File: src/rtl/channel_scan_sequencer.sv
// Steps a 4-bit channel select from first_ch to last_ch (mod 16), holding each
// channel for at least dwell cycles and until the downstream decoder is ready.
module channel_scan_sequencer (
    input  logic       clk,
    input  logic       rst_n,
    input  logic       start,
    input  logic       stop,
    input  logic [3:0] first_ch,
    input  logic [3:0] last_ch,
    input  logic [7:0] dwell,
    input  logic       loop_en,
    input  logic       sel_ready,
    output logic [3:0] sel_out,
    output logic       sel_valid,
    output logic       busy,
    output logic       done
);

    typedef enum logic {
        IDLE = 1'b0,
        SCAN = 1'b1
    } state_t;

    state_t     state_q, state_d;
    logic [3:0] sel_q, sel_d;
    logic [3:0] first_q, first_d;
    logic [3:0] last_q, last_d;
    logic [7:0] lim_q, lim_d;
    logic [7:0] cnt_q, cnt_d;
    logic       loop_q, loop_d;
    logic       valid_q, valid_d;
    logic       busy_q, busy_d;
    logic       done_q, done_d;
    logic       at_lim;
    logic       advance;

    // lim_q holds dwell_eff-1 so a dwell of 0 behaves like a dwell of 1
    assign at_lim  = (cnt_q == lim_q);
    assign advance = at_lim && sel_ready;

    always_comb begin
        state_d = state_q;
        sel_d   = sel_q;
        first_d = first_q;
        last_d  = last_q;
        lim_d   = lim_q;
        loop_d  = loop_q;
        cnt_d   = cnt_q;
        valid_d = valid_q;
        busy_d  = busy_q;
        done_d  = 1'b0;
        case (state_q)
            IDLE: begin
                if (start) begin
                    first_d = first_ch;
                    last_d  = last_ch;
                    lim_d   = (dwell == 8'd0) ? 8'd0 : dwell - 8'd1;
                    loop_d  = loop_en;
                    sel_d   = first_ch;
                    cnt_d   = 8'd0;
                    state_d = SCAN;
                    valid_d = 1'b1;
                    busy_d  = 1'b1;
                end
            end
            SCAN: begin
                if (stop) begin
                    state_d = IDLE;
                    valid_d = 1'b0;
                    busy_d  = 1'b0;
                end else if (advance) begin
                    cnt_d = 8'd0;
                    if (sel_q != last_q) begin
                        sel_d = sel_q + 4'd1;
                    end else if (loop_q) begin
                        sel_d = first_q;
                    end else begin
                        state_d = IDLE;
                        valid_d = 1'b0;
                        busy_d  = 1'b0;
                        done_d  = 1'b1;
                    end
                end else if (!at_lim) begin
                    cnt_d = cnt_q + 8'd1;
                end
            end
            default: begin
                state_d = IDLE;
                valid_d = 1'b0;
                busy_d  = 1'b0;
            end
        endcase
    end

    always_ff @(posedge clk or negedge rst_n) begin
        if (!rst_n) begin
            state_q <= IDLE;
            sel_q   <= 4'h0;
            first_q <= 4'h0;
            last_q  <= 4'h0;
            lim_q   <= 8'h00;
            loop_q  <= 1'b0;
            cnt_q   <= 8'h00;
            valid_q <= 1'b0;
            busy_q  <= 1'b0;
            done_q  <= 1'b0;
        end else begin
            state_q <= state_d;
            sel_q   <= sel_d;
            first_q <= first_d;
            last_q  <= last_d;
            lim_q   <= lim_d;
            loop_q  <= loop_d;
            cnt_q   <= cnt_d;
            valid_q <= valid_d;
            busy_q  <= busy_d;
            done_q  <= done_d;
        end
    end

    assign sel_out   = sel_q;
    assign sel_valid = valid_q;
    assign busy      = busy_q;
    assign done      = done_q;

endmodule

File: config.mk
export PLATFORM = sky130hd
export DESIGN_NAME = channel_scan_sequencer
export DESIGN_NICKNAME = d
export VERILOG_FILES = /design/src/rtl/channel_scan_sequencer.sv
export SDC_FILE = /design/constraint.sdc
export NUM_CORES = 1
export LEC_CHECK = 0
export ABC_CLOCK_PERIOD_IN_PS = 2650
export BUFFER_PORTS_ARGS = -buffer_cell sky130_fd_sc_hd__buf_2
export CAP_MARGIN = 20
export CORE_ASPECT_RATIO = 1.25
export CORE_MARGIN = 3
export CORE_UTILIZATION = 52
export CTS_BUF_LIST = sky130_fd_sc_hd__clkbuf_8
export DETAILED_ROUTE_END_ITERATION = 12
export PLACE_DENSITY = 0.73
export SKIP_CTS_REPAIR_TIMING = 1
export SLEW_MARGIN = 5
export SYNTH_ARGS = -nofsm -noshare
export SYNTH_HDL_FRONTEND = slang
export SYNTH_SLANG_ARGS = --single-unit
File: constraint.sdc
create_clock -name clk -period 2.65 [get_ports clk]
set_input_delay 0 -clock clk [delete_from_list [all_inputs] [get_ports clk]]
set_output_delay 0 -clock clk [all_outputs]
set_load 0.01 [all_outputs]
==> flow_summary.yaml, run 1 <==
worst_hold_path:
  min_to: "busy"
  holdPathStages: 3
  worstHoldStart: "stop"
  hp-class: "input port to flop"
placed_design:
  port_buffers: 28
  dp_hpwl_mm: 2.82
  placed_area_um2: 1970
  place.gp.congestion: 0.770
outcome:
  status: "finished clean"
synth:
  syn_area_um2: 1800
  synth_edf_count: 0
  ys.flop_type: "dfrtp_1"
  syn_inst: 182
  ys_seq_area_frac: 0.444
  synthArstFlopShare: 1.00
  ys_ff_latch: 32
  yosysWarnings: 0
  avgSynthCellArea_um2: 9.91
  ys_types: 38
  syn_nets: 208
flow_run:
  maxCapViolCount: 0
drt:
  drcViolationCount: 0
  met3_length_um: 134
  vias: 1454
  met2_length_mm: 2.08
  met1_length_mm: 1.46
  drt_iter0_markers: 69
  top_layer: "met4"
  viasPerCell: 5.57
  wirelength_mm: 3.74
  ant_nets: 0
  firstDrtPassIters: 4
  wl_per_cell_um: 14.3
setup_path:
  cp.arrival_ps: 2160
  cp_max_fo: 8
  worstPathRequired_ps: 2820
  r2r-start: "cnt_q[4]"
  cp-start-kind: "flop"
  path_cells: "xnor2_1 > nand4_2 > o31ai_4 > a21boi_4 > mux2_2"
  r2r_slack_ps: 660
  reg2reg_to: "sel_out[2]"
  crit_type: "flop to flop"
  cpMaxStageDelayCell: "dfrtp_1"
  cp-end-kind: "flop"
  r2r.worst_path.cells: 5
  slowest_delay_ps: 420
floorplan:
  die_x_um: 58.7
  die_area_um2: 4210
  core.rowCount: 23
  die_h_um: 71.8
  core_um2: 3280
  num_io_pins: 29
  initial_core_util: 0.550
clock_network:
  cts_root_buffer: "clkbuf_8"
  cts_buffers: 5
  clk_latency_ps: 280
  clkSinkCount: 32
  h-tree-depth: 2
  cts.clk_slew.worst_paths_ps: 60
  cts_tree: "done"
  cts_buffer_depth: 2
timing:
  tns_ps: 0
  fin_crit_ps: 1990
  hold_violations: 0
  slew_violations: 0
  tightestPinTransition_ps: 710
  period_share: 0.753
  setup_viol: 0
  rsz0062_at_grt: "false"
  clock.fmax_mhz: 501
  hold_ws_ps: 31.2
  finalClockSkew_ps: 4.43
  relSlewSlack: 0.527
layout:
  layout-drive-gt1-share: 0.246
  final_cell_mix: "nand2_1 (38), dfrtp_1 (32), buf_2 (28)"
  synthToLayoutAreaGrowth_pct: 20.9
  final_util: 0.664
  seq_area_um2: 801
  mostFrequentLayoutCell: "nand2_1"
  multi_input_area_um2: 967
  fillCellCount: 279
  antenna_cells: 0
  final_cell_area_um2: 2180
  nNetsFinal: 250
grt:
  grt_antenna_before_repair: 0
  grt_pass1_wl_mm: 6.31
  grt_util_all_layers: 0.198
  overflow: 0
  grt_pass1_vias: 1433
  grt_max_degree: 33
power:
  powerDensity_nw_per_um2: 769
  irDropWorstVdd_mv: 0.488
  leakage_nw: 1.05
state kept, by name, indices dropped and copies added, names as in the netlist:
| name | count |
|---|---|
| first_q | 4 |
| last_q | 4 |
| cnt_q | 8 |
| state_q | 1 |
| loop_q | 1 |
| done | 1 |
| sel_out | 4 |
| lim_q | 8 |
| busy | 1 |
worst max-delay path by stage:
stage | from | end | depth (start not counted)
after floorplan | cnt_q[4] | sel_out[2] | 5
after global placement | cnt_q[5] | sel_out[3] | 5
after detailed placement | cnt_q[4] | sel_out[3] | 5
after CTS | cnt_q[4] | sel_out[3] | 5
after global routing | cnt_q[4] | sel_out[2] | 5
final | cnt_q[4] | sel_out[2] | 5
stage by stage:
step	std cells	total power, mW	worst slack, ps
global placement	243	1.26	736
floorplan	182	1.12	840
global route	261	1.81	494
CTS	250	1.68	648
detailed placement	243	1.29	636
finish	261	1.68	655
power breakdown:
group,total (mW),switching [mW],internal (mW)
Sequential,0.717,0.121,0.595
Clock,0.390,0.160,0.231
Combinational,0.569,0.276,0.293
Total,1.68,0.557,1.12
critical path: cells and delay by family, from the launching register on:
kind | cells | cell delay, ps
AND/OR/NAND/NOR | 1 | 200
flip-flops | 1 | 420
AO/OA/AOI/OAI | 2 | 690
XOR/XNOR | 1 | 220
multiplexers | 1 | 350
layer usage:
metal	vias up	track usage
li1	710	-
met1	702	0.211
met2	35	0.365
met3	7	0.0432
met4	0	0.0831
met5	-	0
final cells by class:
type | instances | share of cell area
Clock buffer | 7 | 0.0442
Inverter | 3 | 0.00517
Multi-Input combinational cell | 142 | 0.444
Sequential cell | 32 | 0.367
Tap cell | 37 | 0.0212
Timing Repair Buffer | 40 | 0.118
logic make-up after synthesis:
family / count (synthesis) / synth area share
flip-flops: 32 / 0.444
buffers and inverters: 8 / 0.0194
multiplexers: 12 / 0.0729
adder cells (fa/ha/maj): 4 / 0.0278
XOR/XNOR: 19 / 0.0923
AO/OA/AOI/OAI: 32 / 0.133
AND/OR/NAND/NOR: 75 / 0.210
synth_stat cells, drive strengths merged, types with 4 or more instances:
master	number	area (um2)
and3	5	33.8
mux2	9	101
a22o	7	62.6
nand2	38	143
nor2b	5	31.3
xnor2	16	140
dfrtp	32	801
o21ai	17	85.1
nor2	8	30.0
ha	4	50.1
Power figures use the tool's default switching activity.
==> run 2: changes to the inputs <==
- ABC_CLOCK_PERIOD_IN_PS: 2650 -> 1800
- PLACE_DENSITY: 0.73 -> 0.76
- clock period: 2.65 -> 1.8 ns (I/O delays scaled with it)
==> run 2 against run 1 <==
Net effect:
- highest routed layer unchanged
- non-clock buffer count up 13
- sequential share of layout area down 3.1 points
- largest cell class unchanged
- design area up 10%
==> flow_summary.yaml, run 2 (synthesis results as in run 1) <==
clock_network:
  cts_tree: "done"
  cts.clk_slew.worst_paths_ps: 70
  cts_buffers: 5
  clk_latency_ps: 280
  clkSinkCount: 32
  cts_buffer_depth: 2
  h-tree-depth: 2
  cts_root_buffer: "clkbuf_8"
grt:
  grt_util_all_layers: 0.214
  grt_max_degree: 33
  grt_pass1_wl_mm: 6.82
  overflow: 0
  grt_antenna_before_repair: 0
  grt_pass1_vias: 1515
placed_design:
  dp_hpwl_mm: 3.15
  port_buffers: 28
  dp_slack_ps: -55.6
  placed_area_um2: 2060
  place.gp.congestion: 0.776
drt:
  firstDrtPassIters: 4
  wirelength_mm: 4.23
  ant_nets: 0
  vias: 1497
  wl_per_cell_um: 15.4
  drt_iter0_markers: 57
  drcViolationCount: 0
  viasPerCell: 5.44
worst_hold_path:
  hp-class: "input port to flop"
timing:
  hold_violations: 0
  clock.fmax_mhz: 564
  slew_violations: 0
  fin_crit_ps: 1770
  hold_ws_ps: 3.75
  finalClockSkew_ps: 5.48
  layout_setup_ws_ps: 25.7
  tightestPinTransition_ps: 713
  relSlewSlack: 0.525
  rsz0062_at_grt: "true"
  period_share: 0.986
  setup_viol: 0
  tns_ps: 0
layout:
  final_cell_mix: "nand2_1 (37), buf_2 (28), dfrtp_1 (26)"
  synthToLayoutAreaGrowth_pct: 33.4
  layout-drive-gt1-share: 0.370
  reg_top3: "cnt_q x8, lim_q x8"
  final_cell_area_um2: 2410
  fillCellCount: 237
  nNetsFinal: 263
  mostFrequentLayoutCell: "nand2_1"
  antenna_cells: 0
floorplan:
  core_um2: 3280
  initial_core_util: 0.550
  core.rowCount: 23
  die_area_um2: 4210
  die_x_um: 58.7
  die_h_um: 71.8
  num_io_pins: 29
setup_path:
  cpMaxStageDelayCell: "dfrtp_2"
  slowest_delay_ps: 450
  crit_buf_inv: 0
  r2r_slack_ps: 30
  cp-start-kind: "flop"
  critPathTopFamily: "compound AO/OA/AOI/OAI gates"
  path_cells: "xnor2_2 > nand4_4 > o31ai_4 > a21boi_4 > mux2_1"
  worstPathRequired_ps: 1960
  cp.arrival_ps: 1930
  cp_max_fo: 5
  crit_type: "flop to flop"
  cp-end-kind: "flop"
power:
  p_seq_frac: 0.370
  clockPowerShare: 0.234
  switching_power_uw: 970
  leakage_nw: 1.15
  irDropWorstVdd_mv: 1.05
  comb_power_share: 0.396
  powerDensity_nw_per_um2: 1200
  p_int_mw: 1.92
  total_power_mw: 2.89
  p_sw_frac: 0.336
outcome:
  status: "finished clean"
flow_run:
  maxCapViolCount: 0
==> run 2: cell types whose count changed in the layout (fill, tap and decap cells not counted), moves of 2 or more <==
| cell | delta |
|---|---|
| buf_4 | +13 |
| clkbuf_8 | -2 |
| dfrtp_1 | -6 |
| dfrtp_2 | +6 |
| nand4_2 | -2 |
| nand4_4 | +2 |
| xnor2_1 | -10 |
| xnor2_2 | +10 |
==> run 2: metrics by stage <==
| step | cells | util |
|---|---|---|
| 3_3_place_gp | 254 | 0.627 |
| 2_1_floorplan | 182 | - |
| 6_report | 275 | 0.733 |
| 4_1_cts | 262 | 0.661 |
| 5_1_grt | 275 | 0.733 |
| 3_5_place_dp | 254 | 0.627 |
==> run 2: power by group through the flow <==
| stage | clock (mW) | sequential [mW] | combinational, mW |
|---|---|---|---|
| CTS | 0.685 | 1.03 | 0.952 |
| global placement | 0 | 1.03 | 0.896 |
| floorplan | 0 | 1.04 | 0.613 |
| detailed placement | 0 | 1.05 | 0.949 |
| finish | 0.674 | 1.07 | 1.14 |
| global route | 0.720 | 1.09 | 1.26 |
==> run 2: final timing paths <==
| kind | start | to | cells past startpoint |
|---|---|---|---|
| worst min register to register | first_q[2] | first_q[2] | 2 |
| worst min-delay path | stop | busy | 3 |
| worst max-delay path | cnt_q[5] | sel_out[0] | 5 |
| min in group asynchronous | rst_n | first_q[2] | 2 |
| worst max register to register | cnt_q[5] | sel_out[0] | 5 |
| max in group asynchronous | rst_n | sel_out[1] | 2 |
==> run 2: area by class of cell <==
type                            count  area, um2  area share
Clock inverter                      3       42.5      0.0177
Tap cell                           37       46.3      0.0192
Sequential cell                    32        808       0.336
Inverter                            3       11.3     0.00468
Timing Repair Buffer               53        355       0.148
Clock buffer                        5       68.8      0.0286
Multi-Input combinational cell    142       1070       0.446
==> run 2: worst reg2reg max path, delay by kind of cell (launching register included) <==
family / cells / cell delay (ps)
AO/OA/AOI/OAI: 2 / 470
XOR/XNOR: 1 / 220
flip-flops: 1 / 450
multiplexers: 1 / 350
AND/OR/NAND/NOR: 1 / 160
==> run 2: layer usage <==
layer / GRT usage / share of wire / vias up / wire length [um]
li1: - / - / 738 / -
met1: 0.231 / 0.37 / 719 / 1560
met2: 0.406 / 0.58 / 36 / 2470
met3: 0.0523 / 0.041 / 4 / 173
met4: 0.0554 / 0.0064 / 0 / 27
met5: 0 / 0 / - / 0
